File: config.mk
export PLATFORM = sky130hd
export DESIGN_NAME = placement_search_flat
export DESIGN_NICKNAME = d
export VERILOG_FILES = /design/src/rtl/placement_search_if.sv /design/src/rtl/placement_search.sv /design/src/flat_wrapper.sv
export SDC_FILE = /design/constraint.sdc
export NUM_CORES = 1
export LEC_CHECK = 0
export ABC_CLOCK_PERIOD_IN_PS = 2400
export CORE_ASPECT_RATIO = 1.5
export CORE_MARGIN = 4
export CORE_UTILIZATION = 35
export CTS_CLUSTER_SIZE = 20
export DETAILED_ROUTE_END_ITERATION = 10
export GPL_ROUTABILITY_DRIVEN = 1
export PLACE_DENSITY_LB_ADDON = 0.2
export SETUP_SLACK_MARGIN = 0.05
export SLEW_MARGIN = 40
export SYNTH_ARGS = -nofsm -noshare
export SYNTH_HDL_FRONTEND = slang
export SYNTH_SLANG_ARGS = --single-unit
File: constraint.sdc
create_clock -name clk -period 2.4 [get_ports clk]
set_input_delay 0.48 -clock clk [delete_from_list [all_inputs] [get_ports clk]]
set_output_delay 0.48 -clock clk [all_outputs]
set_load 0.05 [all_outputs]
File: src/rtl/placement_search_if.sv
// Evaluator-side channel: placement_search drives it as master, sub_evaluator answers as slave.
// Carries the field-copy write port, the candidate shape/offset, the evaluate pulse and the result.
interface placement_search_if #(
    parameter int COLS    = 10,
    parameter int SCORE_W = 32
);
    logic [4:0]         ev_write_address;
    logic [COLS-1:0]    ev_write_data;
    logic               ev_write_enable;
    logic [3:0]         ev_shapex;
    logic [15:0]        ev_shape;
    logic               ev_evaluate;
    logic [SCORE_W-1:0] ev_score;
    logic               ev_busy;

    modport master (
        output ev_write_address, ev_write_data, ev_write_enable,
        output ev_shapex, ev_shape, ev_evaluate,
        input  ev_score, ev_busy
    );

    modport slave (
        input  ev_write_address, ev_write_data, ev_write_enable,
        input  ev_shapex, ev_shape, ev_evaluate,
        output ev_score, ev_busy
    );
endinterface

File: src/rtl/placement_search.sv
// Sweeps NUM_ROT x COLS placements through one sub_evaluator, recopying the field each time, and keeps the lowest score.
// Optional macro PLACEMENT_SEARCH_DEDUP_ROT_EN skips rotations whose bitmap repeats an earlier rotation.
module placement_search #(
    parameter int ROWS    = 25,
    parameter int COLS    = 10,
    parameter int NUM_ROT = 4,
    parameter int SCORE_W = 32
) (
    input  logic                  clk,
    input  logic                  rst,
    input  logic                  start,
    input  logic [16*NUM_ROT-1:0] shapes,
    output logic [4:0]            fld_rd_addr,
    input  logic [COLS-1:0]       fld_rd_data,
    placement_search_if.master    ev,
    output logic                  busy,
    output logic                  done,
    output logic                  valid,
    output logic [1:0]            best_rot,
    output logic [3:0]            best_x,
    output logic [SCORE_W-1:0]    best_score
);
    localparam int CW = $clog2(ROWS + 2);
    localparam logic [SCORE_W-1:0] SCORE_NONE = '1;

    typedef enum logic [3:0] {
        IDLE, WAIT_IDLE, COPY, FIRE, WAIT_RISE, WAIT_FALL, NEXT, FINISH
`ifdef PLACEMENT_SEARCH_DEDUP_ROT_EN
        , DEDUP
`endif
    } state_t;

    state_t              state;
    logic [1:0]          rot;
    logic [3:0]          x;
    logic [CW-1:0]       cyc;
    logic                rd_vld_p1;
    logic [4:0]          rd_addr_p1;
    logic [SCORE_W-1:0]  score_p0;
    logic                x_last;
    logic                rot_last;
    logic [3:0]          nx;
    logic [1:0]          nrot;

    function automatic logic [15:0] shape_of(input logic [16*NUM_ROT-1:0] s, input logic [1:0] r);
        return s[16*r +: 16];
    endfunction

`ifdef PLACEMENT_SEARCH_DEDUP_ROT_EN
    function automatic logic is_dup(input logic [16*NUM_ROT-1:0] s, input logic [1:0] r);
        logic hit;
        hit = 1'b0;
        for (int q = 0; q < NUM_ROT; q++) begin
            if (q < int'(r) && s[16*q +: 16] == s[16*r +: 16]) hit = 1'b1;
        end
        return hit;
    endfunction
`endif

    always_comb begin
        x_last   = (x == 4'(COLS - 1));
        rot_last = (rot == 2'(NUM_ROT - 1));
        nx       = x_last ? 4'd0 : x + 4'd1;
        nrot     = x_last ? rot + 2'd1 : rot;
    end

    always_ff @(posedge clk) begin
        if (rst) begin
            state               <= IDLE;
            busy                <= 1'b0;
            done                <= 1'b0;
            valid               <= 1'b0;
            best_rot            <= '0;
            best_x              <= '0;
            best_score          <= SCORE_NONE;
            fld_rd_addr         <= '0;
            ev.ev_evaluate      <= 1'b0;
            ev.ev_write_enable  <= 1'b0;
            ev.ev_write_address <= '0;
            ev.ev_write_data    <= '0;
            ev.ev_shapex        <= '0;
            rot                 <= '0;
            x                   <= '0;
            cyc                 <= '0;
            rd_vld_p1           <= 1'b0;
        end else begin
            done           <= 1'b0;
            ev.ev_evaluate <= 1'b0;

            // Stage p1: read address issued last cycle, RAM data arriving now
            rd_vld_p1  <= (state == COPY) && (cyc < CW'(ROWS));
            rd_addr_p1 <= fld_rd_addr;

            // Stage p2: registered write into the evaluator's field copy
            ev.ev_write_enable  <= rd_vld_p1;
            ev.ev_write_address <= rd_addr_p1;
            ev.ev_write_data    <= fld_rd_data;

            case (state)
                IDLE: begin
                    if (start) begin
                        busy       <= 1'b1;
                        valid      <= 1'b0;
                        best_score <= SCORE_NONE;
                        best_rot   <= '0;
                        best_x     <= '0;
                        rot        <= '0;
                        x          <= '0;
                        state      <= WAIT_IDLE;
                    end
                end
                WAIT_IDLE: begin
                    if (!ev.ev_busy) begin
                        state        <= COPY;
                        cyc          <= '0;
                        fld_rd_addr  <= '0;
                        ev.ev_shapex <= x;
                        ev.ev_shape  <= shape_of(shapes, rot);
                    end
                end
                COPY: begin
                    cyc <= cyc + 1'b1;
                    if (fld_rd_addr != 5'(ROWS - 1)) fld_rd_addr <= fld_rd_addr + 5'd1;
                    if (cyc == CW'(ROWS + 1)) begin
                        state          <= FIRE;
                        ev.ev_evaluate <= 1'b1;
                    end
                end
                FIRE: state <= WAIT_RISE;
                WAIT_RISE: begin
                    if (ev.ev_busy) state <= WAIT_FALL;
                end
                WAIT_FALL: begin
                    if (!ev.ev_busy) begin
                        score_p0 <= ev.ev_score;
                        state    <= NEXT;
                    end
                end
                NEXT: begin
                    // Strict compare so ties keep the earlier candidate
                    if (score_p0 != SCORE_NONE && score_p0 < best_score) begin
                        best_score <= score_p0;
                        best_rot   <= rot;
                        best_x     <= x;
                        valid      <= 1'b1;
                    end
                    if (x_last && rot_last) begin
                        state <= FINISH;
                    end else begin
                        x   <= nx;
                        rot <= nrot;
`ifdef PLACEMENT_SEARCH_DEDUP_ROT_EN
                        if (x_last) begin
                            state <= DEDUP;
                        end else begin
                            state        <= COPY;
                            cyc          <= '0;
                            fld_rd_addr  <= '0;
                            ev.ev_shapex <= nx;
                            ev.ev_shape  <= shape_of(shapes, nrot);
                        end
`else
                        state        <= COPY;
                        cyc          <= '0;
                        fld_rd_addr  <= '0;
                        ev.ev_shapex <= nx;
                        ev.ev_shape  <= shape_of(shapes, nrot);
`endif
                    end
                end
                FINISH: begin
                    done  <= 1'b1;
                    busy  <= 1'b0;
                    state <= IDLE;
                end
`ifdef PLACEMENT_SEARCH_DEDUP_ROT_EN
                DEDUP: begin
                    if (is_dup(shapes, rot)) begin
                        if (rot_last) state <= FINISH;
                        else          rot   <= rot + 2'd1;
                    end else begin
                        state        <= COPY;
                        cyc          <= '0;
                        fld_rd_addr  <= '0;
                        ev.ev_shapex <= x;
                        ev.ev_shape  <= shape_of(shapes, rot);
                    end
                end
`endif
                default: state <= IDLE;
            endcase
        end
    end
endmodule

File: src/flat_wrapper.sv
// flat-port wrapper written by rule: the top's interface ports become plain ports
module placement_search_flat 
#(
    parameter int ROWS    = 25,
    parameter int COLS    = 10,
    parameter int NUM_ROT = 4,
    parameter int SCORE_W = 32
)
  (clk, rst, start, shapes, fld_rd_addr, fld_rd_data, busy, done, valid, best_rot, best_x, best_score, ev_ev_write_address, ev_ev_write_data, ev_ev_write_enable, ev_ev_shapex, ev_ev_shape, ev_ev_evaluate, ev_ev_score, ev_ev_busy);
  placement_search_if #(.COLS(COLS), .SCORE_W(SCORE_W)) ev_i ();
  input  logic clk;
  input  logic rst;
  input  logic start;
  input  logic [16*NUM_ROT-1:0] shapes;
  output logic [4:0] fld_rd_addr;
  input  logic [COLS-1:0] fld_rd_data;
  output logic busy;
  output logic done;
  output logic valid;
  output logic [1:0] best_rot;
  output logic [3:0] best_x;
  output logic [SCORE_W-1:0] best_score;
  output wire logic [$bits(ev_i.ev_write_address)-1:0] ev_ev_write_address;
  output wire logic [$bits(ev_i.ev_write_data)-1:0] ev_ev_write_data;
  output wire logic [$bits(ev_i.ev_write_enable)-1:0] ev_ev_write_enable;
  output wire logic [$bits(ev_i.ev_shapex)-1:0] ev_ev_shapex;
  output wire logic [$bits(ev_i.ev_shape)-1:0] ev_ev_shape;
  output wire logic [$bits(ev_i.ev_evaluate)-1:0] ev_ev_evaluate;
  input wire logic [$bits(ev_i.ev_score)-1:0] ev_ev_score;
  input wire logic [$bits(ev_i.ev_busy)-1:0] ev_ev_busy;
  assign ev_ev_write_address = ev_i.ev_write_address;
  assign ev_ev_write_data = ev_i.ev_write_data;
  assign ev_ev_write_enable = ev_i.ev_write_enable;
  assign ev_ev_shapex = ev_i.ev_shapex;
  assign ev_ev_shape = ev_i.ev_shape;
  assign ev_ev_evaluate = ev_i.ev_evaluate;
  assign ev_i.ev_score = ev_ev_score;
  assign ev_i.ev_busy = ev_ev_busy;
  placement_search #(.ROWS(ROWS), .COLS(COLS), .NUM_ROT(NUM_ROT), .SCORE_W(SCORE_W)) u_core (.clk(clk), .rst(rst), .start(start), .shapes(shapes), .fld_rd_addr(fld_rd_addr), .fld_rd_data(fld_rd_data), .ev(ev_i), .busy(busy), .done(done), .valid(valid), .best_rot(best_rot), .best_x(best_x), .best_score(best_score));
endmodule
Yosys cells after proc, flatten, opt, wreduce, memory -nomap -nowiden
Cells that the tools add are included.
{"block": "word_totals", "reg_bits": 136, "out_inout_bits": 83, "wordCells": 108}
{"block": "op_classes", "add_sub_neg": 4, "order_cmp": 2, "eq_ne": 20, "n_shift": 2, "muxes": 39, "bitwise_logic": 3, "n_reduce_logical": 18}
{"op": "$shiftx 64x7->16", "n": 2}
{"op": "$mux 32", "n": 2}
{"op": "$pmux 32 s2", "n": 1}
{"op": "$mux 4", "n": 10}
{"op": "$lt 32x32->1", "n": 1}
{"op": "$mux 16", "n": 2}
{"op": "$ne 32x32->1 const B", "n": 1}
{"op": "$pmux 16 s2", "n": 1}
{"op": "$pmux 5 s3", "n": 2}
{"op": "$pmux 4 s7", "n": 1}
{"op": "$pmux 4 s2", "n": 3}
{"op": "$eq 4x3->1 const B", "n": 4}
{"op": "$mux 5", "n": 3}
{"op": "$reduce_and 3->1", "n": 5}
{"op": "$ne 2x2->1 const B", "n": 7}
{"op": "$add 5x1->5 const B", "n": 2}
{"op": "$eq 4x2->1 const B", "n": 2}
{"op": "$mux 2", "n": 4}
{"op": "$pmux 2 s2", "n": 2}
{"op": "$reduce_and 4->1", "n": 2}
{"op": "$reduce_bool 2->1", "n": 3}
{"op": "$eq 5x5->1 const B", "n": 1}
{"op": "$lt 5x5->1 const B", "n": 1}
{"op": "$mux 1", "n": 5}
{"op": "16 further kinds", "n": 21}

Logic depth before layout (Yosys ltp)
{"block": "logic_depth", "word_depth": 5, "ltp_mapped": 10, "mapped_depth_nobuf": 8}

Least setup slack after synthesis
Ideal clock, no wire load.
{"block": "synth_timing", "path_kind": "reg2reg", "startpoint": "reg u_core.best_score[14]", "endpoint": "reg u_core.valid", "setup_time_ns": 0.115, "arrival_ns": 2.519, "setup_slack_ns": -0.234, "path_stages_with_launch": 11, "n_path_buf": 2, "period_less_slack_ns": 2.634, "cell_sequence": "dfxtp_1 > inv_1 > ha_1 > nand4_1 > nor3_1 > or4b_1 > a41oi_2 > a211oi_2 > buf_6 > buf_6 > o21a_1"}
{"block": "synth_via", "elab_chain_len": 4}
{"element": "start: declaration", "line_no": "placement_search.sv:21", "text": "output logic [SCORE_W-1:0] best_score"}
{"element": "start signal: assignment", "line_no": "placement_search.sv:142", "text": "best_score <= score_p0;"}
{"element": "$lt 32x32->1", "line_no": "placement_search.sv:141", "text": "if (score_p0 != SCORE_NONE && score_p0 < best_score) begin"}
{"element": "$logic_and 1x1->1", "line_no": "placement_search.sv:141"}
{"element": "$ne 2x1->1 (no line)"}
{"element": "$reduce_and 3->1 (no line)"}
{"element": "end signal: assignment", "line_no": "placement_search.sv:72", "text": "valid <= 1'b0;"}
{"element": "end signal: assignment", "line_no": "placement_search.sv:103", "text": "valid <= 1'b0;"}
{"element": "end signal: assignment", "line_no": "placement_search.sv:145", "text": "valid <= 1'b1;"}
{"element": "end: declaration", "line_no": "placement_search.sv:18", "text": "output logic valid,"}
No other way between the ends.
A chain may end at the register's enable or synchronous reset.

Worst setup path in the final report
{"block": "layout_timing", "startpoint": "reg u_core.score_p0[9]", "endpoint": "reg u_core.best_score[23]"}
{"block": "layout_via", "elab_chain_len": 4, "elab_cells_between_ends": 5, "cone_classes": "order compare (1); eq/ne (2); reduce/logical (2)"}
{"element": "start: declaration", "line_no": "placement_search.sv:39", "text": "logic [SCORE_W-1:0] score_p0;"}
{"element": "start signal: assignment", "line_no": "placement_search.sv:135", "text": "score_p0 <= ev.ev_score;"}
{"element": "$lt 32x32->1 or $ne 32x32->1 (tied branches)", "line_no": "placement_search.sv:141"}
{"element": "$logic_and 1x1->1 (*)", "line_no": "placement_search.sv:141"}
{"element": "$ne 2x1->1 (no line) (*)"}
{"element": "$reduce_and 3->1 (no line) (*)"}
Every way passes the cells marked *; elsewhere a longest branch is shown, timed or not.

==> flow_metrics.py <==
metrics = {
    "status": {
        "status": "finished clean",
    },
    "flow_run": {
        "maxCapViolations": 0,
    },
    "worst_setup_path": {
        "cp-start-kind": "flop",
        "critPathKind": "flop to flop",
        "crit_fanout": 7,
        "cp.required_ps": 2690,
        "worst_setup_path_end_kind": "flop",
        "cp.arrival_ps": 2640,
    },
    "layout": {
        "antennaDiodeCount": 0,
        "layout_commonest_cell": "clkdlybuf4s50_1",
        "seqCellArea_um2": 3270,
        "syn2layout_area_growth_pct": 50.9,
        "drive_above_1_share_pct": 15.7,
        "nNetsFinal": 923,
        "nFillCells": 1540,
        "multi_input_area_um2": 2810,
        "final_cell_mix": "clkdlybuf4s50_1, nor2_1, dfxtp_1, edfxtp_1, mux2i_1",
    },
    "synth": {
        "synthDistinctLibCells": 46,
        "synth_nets": 707,
        "synth.ff_latch_count": 135,
        "yosysSeqAreaShare_pct": 52.1,
        "ys.flop_type": "dfxtp_1",
        "netlist_area_um2": 6200,
        "synth_edf_count": 53,
        "avgSynthCellArea_um2": 11.1,
        "synthCells": 561,
        "synthArstFlopShare_pct": 0,
        "yosys_warnings": 0,
    },
    "cts": {
        "tritoncts": "yes",
        "htree_levels": 4,
        "clock-sinks": 135,
        "clkTransAtPathRegs_ps": 60,
        "clk_latency_ps": 420,
        "numCtsBuffers": 17,
        "cts-root-buf": "clkbuf_16",
        "clockBufferDepth": 2,
    },
    "placed_design": {
        "gp_congestion": 0.888,
        "dp_hpwl_um": 13600,
        "post-place-ws_ps": 1.44,
        "numPortBuffers": 192,
    },
    "global_route": {
        "grt_overflow": 0,
        "grt_pass1_vias": 5344,
        "grt_pass1_wl_um": 27500,
        "grt_antenna_before_repair": 1,
        "grt_max_degree": 71,
        "grtUsageTotal_pct": 18.0,
    },
    "detailed_routing": {
        "dr_wl_met3_um": 754,
        "avgViaCountPerCell": 5.11,
        "wl_um": 18300,
        "ant_nets": 0,
        "drcViolationCount": 0,
        "met1_length_um": 7150,
        "dr.first_iter.drc_count": 218,
        "wire_per_inst_um": 18.2,
        "dr.pass1.iters": 4,
        "vias": 5123,
        "highest_layer": "met5",
        "met2_length_um": 10000,
    },
    "floorplanning": {
        "die_w_um": 117,
        "start_util_pct": 35.6,
        "dieHeight_um": 171,
        "die-area_um2": 20000,
        "row_count": 59,
        "coreArea_um2": 17400,
        "ios": 193,
    },
    "timing": {
        "period_share_pct": 97.6,
        "drv_slew": 0,
        "setup-tns-final_ps": 0,
        "fin_skew_ps": 13.0,
        "min_period_ps": 2340,
        "finalHoldWorstSlack_ps": 344,
        "fmax_mhz": 427,
        "hold_violations": 0,
        "tightest_slew_ps": 726,
        "grt_setup_unrepaired": "true",
        "finalSetupViolCount": 0,
        "slew_headroom_pct": 51.6,
        "setup_ws_ps": 56.6,
    },
    "min_path": {
        "min-delay-path-class": "input pin to flop",
    },
    "pwr": {
        "power_density_nw_per_um2": 600,
        "leakagePower_nw": 3.62,
        "ir_worst_vdd_mv": 0.435,
        "p_total_w": 0.00562,
    },
}
[per-layer routing]
metal,global-route usage [%],vias to the layer above
met5,0,-
met4,5.69,2
met3,4.74,35
met2,32.1,139
met1,20.6,2504
li1,-,2443
[cell type report]
class                   count  share of cell area, %
flip-flops and latches    135                   35.0
multi-input cells         360                   30.0
repair buffers            226                   24.4
clock buffers              17                   4.54
well taps                 213                   2.85
clock inverters            15                   1.75
inverters                  37                   1.48
[state kept, by name (all words and copies together), names as in the netlist, 3 cells and up]
register	flops
u_core.best_score	32
u_core.score_p0	32
u_core.ev.ev_shape	16
u_core.ev.ev_write_data	10
u_core.cyc	5
u_core.ev.ev_write_address	5
u_core.fld_rd_addr	5
u_core.rd_addr_p1	5
u_core.best_x	4
u_core.ev.ev_shapex	4
u_core.x	4
u_core.state	3
[stage by stage]
| step | std cells | instance area [um2] | util (%) |
|---|---|---|---|
| after floorplan | 561 | 6250 | - |
| after detailed placement | 959 | 8550 | 49.1 |
| after global routing | 1003 | 9360 | 53.7 |
| final | 1003 | 9360 | 53.7 |
| after global placement | 959 | 8550 | 49.1 |
| after CTS | 996 | 9180 | 52.7 |
[final timing paths]
check	slack (ps)	endpoint	cells after the start	startpoint
max	60	u_core.best_score[23]$_SDFFE_PP1P_	9	u_core.score_p0[9]$_DFFE_PP_
min	340	u_core.busy$_SDFFE_PP0P_	2	rst
max reg2reg	60	u_core.best_score[23]$_SDFFE_PP1P_	9	u_core.score_p0[9]$_DFFE_PP_
min reg2reg	450	u_core.ev.ev_write_enable$_SDFF_PP0_	1	u_core.rd_vld_p1$_SDFF_PP0_
[where the power goes]
group          total, W  leakage [nW]  internal [W]  switching (W)
logic          0.000575          2.19      0.000293       0.000282
clock network   0.00261         0.287       0.00155        0.00106
registers       0.00244          1.14       0.00242      0.0000217
[critical path: stages (launching register included)]
cell,delay [ps]
edfxtp_1,440
ha_4,290
nand2_1,80
nor3_2,230
or4b_4,500
a41oi_4,190
a211oi_4,70
buf_6,140
clkbuf_16,160
mux2i_1,120
[Yosys cell counts, drive strengths merged (2+ instances only)]
library cell | number | share of area [%]
nand4 | 16 | 1.6
o21ai | 8 | 0.65
a21oi | 23 | 1.9
and4 | 3 | 0.42
nor2 | 61 | 3.7
xnor2 | 3 | 0.54
nand2 | 33 | 2.1
a21boi | 2 | 0.24
nand3b | 9 | 1.1
xor2 | 7 | 0.99
o21bai | 2 | 0.24
nor4 | 3 | 0.30
dfxtp | 82 | 26
ha | 36 | 7.3
mux4 | 16 | 5.8
o211ai | 2 | 0.24
a211oi | 6 | 0.81
clkbuf | 20 | 1.2
mux2i | 41 | 6.6
nand3 | 5 | 0.40
nor2b | 20 | 2.0
nand2b | 5 | 0.50
nor3b | 2 | 0.24
nor3 | 41 | 3.5
edfxtp | 53 | 26
a311oi | 2 | 0.28
buf | 9 | 1.1
and2 | 2 | 0.20
o21a | 2 | 0.24
inv | 37 | 2.2
[cell families after synthesis]
group | count (synthesis) | share of synthesized area [%]
xor+xnor | 10 | 1.53
flops | 135 | 52.1
buf+inv | 66 | 4.52
fa+ha+maj | 36 | 7.26
mux | 57 | 12.4
compound gates | 53 | 5.49
simple gates | 204 | 16.7
[repair_timing]
| action | 4_1_cts | 5_1_grt |
|---|---|---|
| endpoints found under the setup margin | 16 | 39 |
| pin swaps | 2 | 2 |
| resized for setup | 2 | 15 |
| hold buffers | 0 | 0 |
| setup buffers | 5 | 6 |
| endpoints found under the hold margin | 0 | 0 |
| gates cloned | 0 | 1 |
No activity file was read; power rests on OpenSTA's default activity.
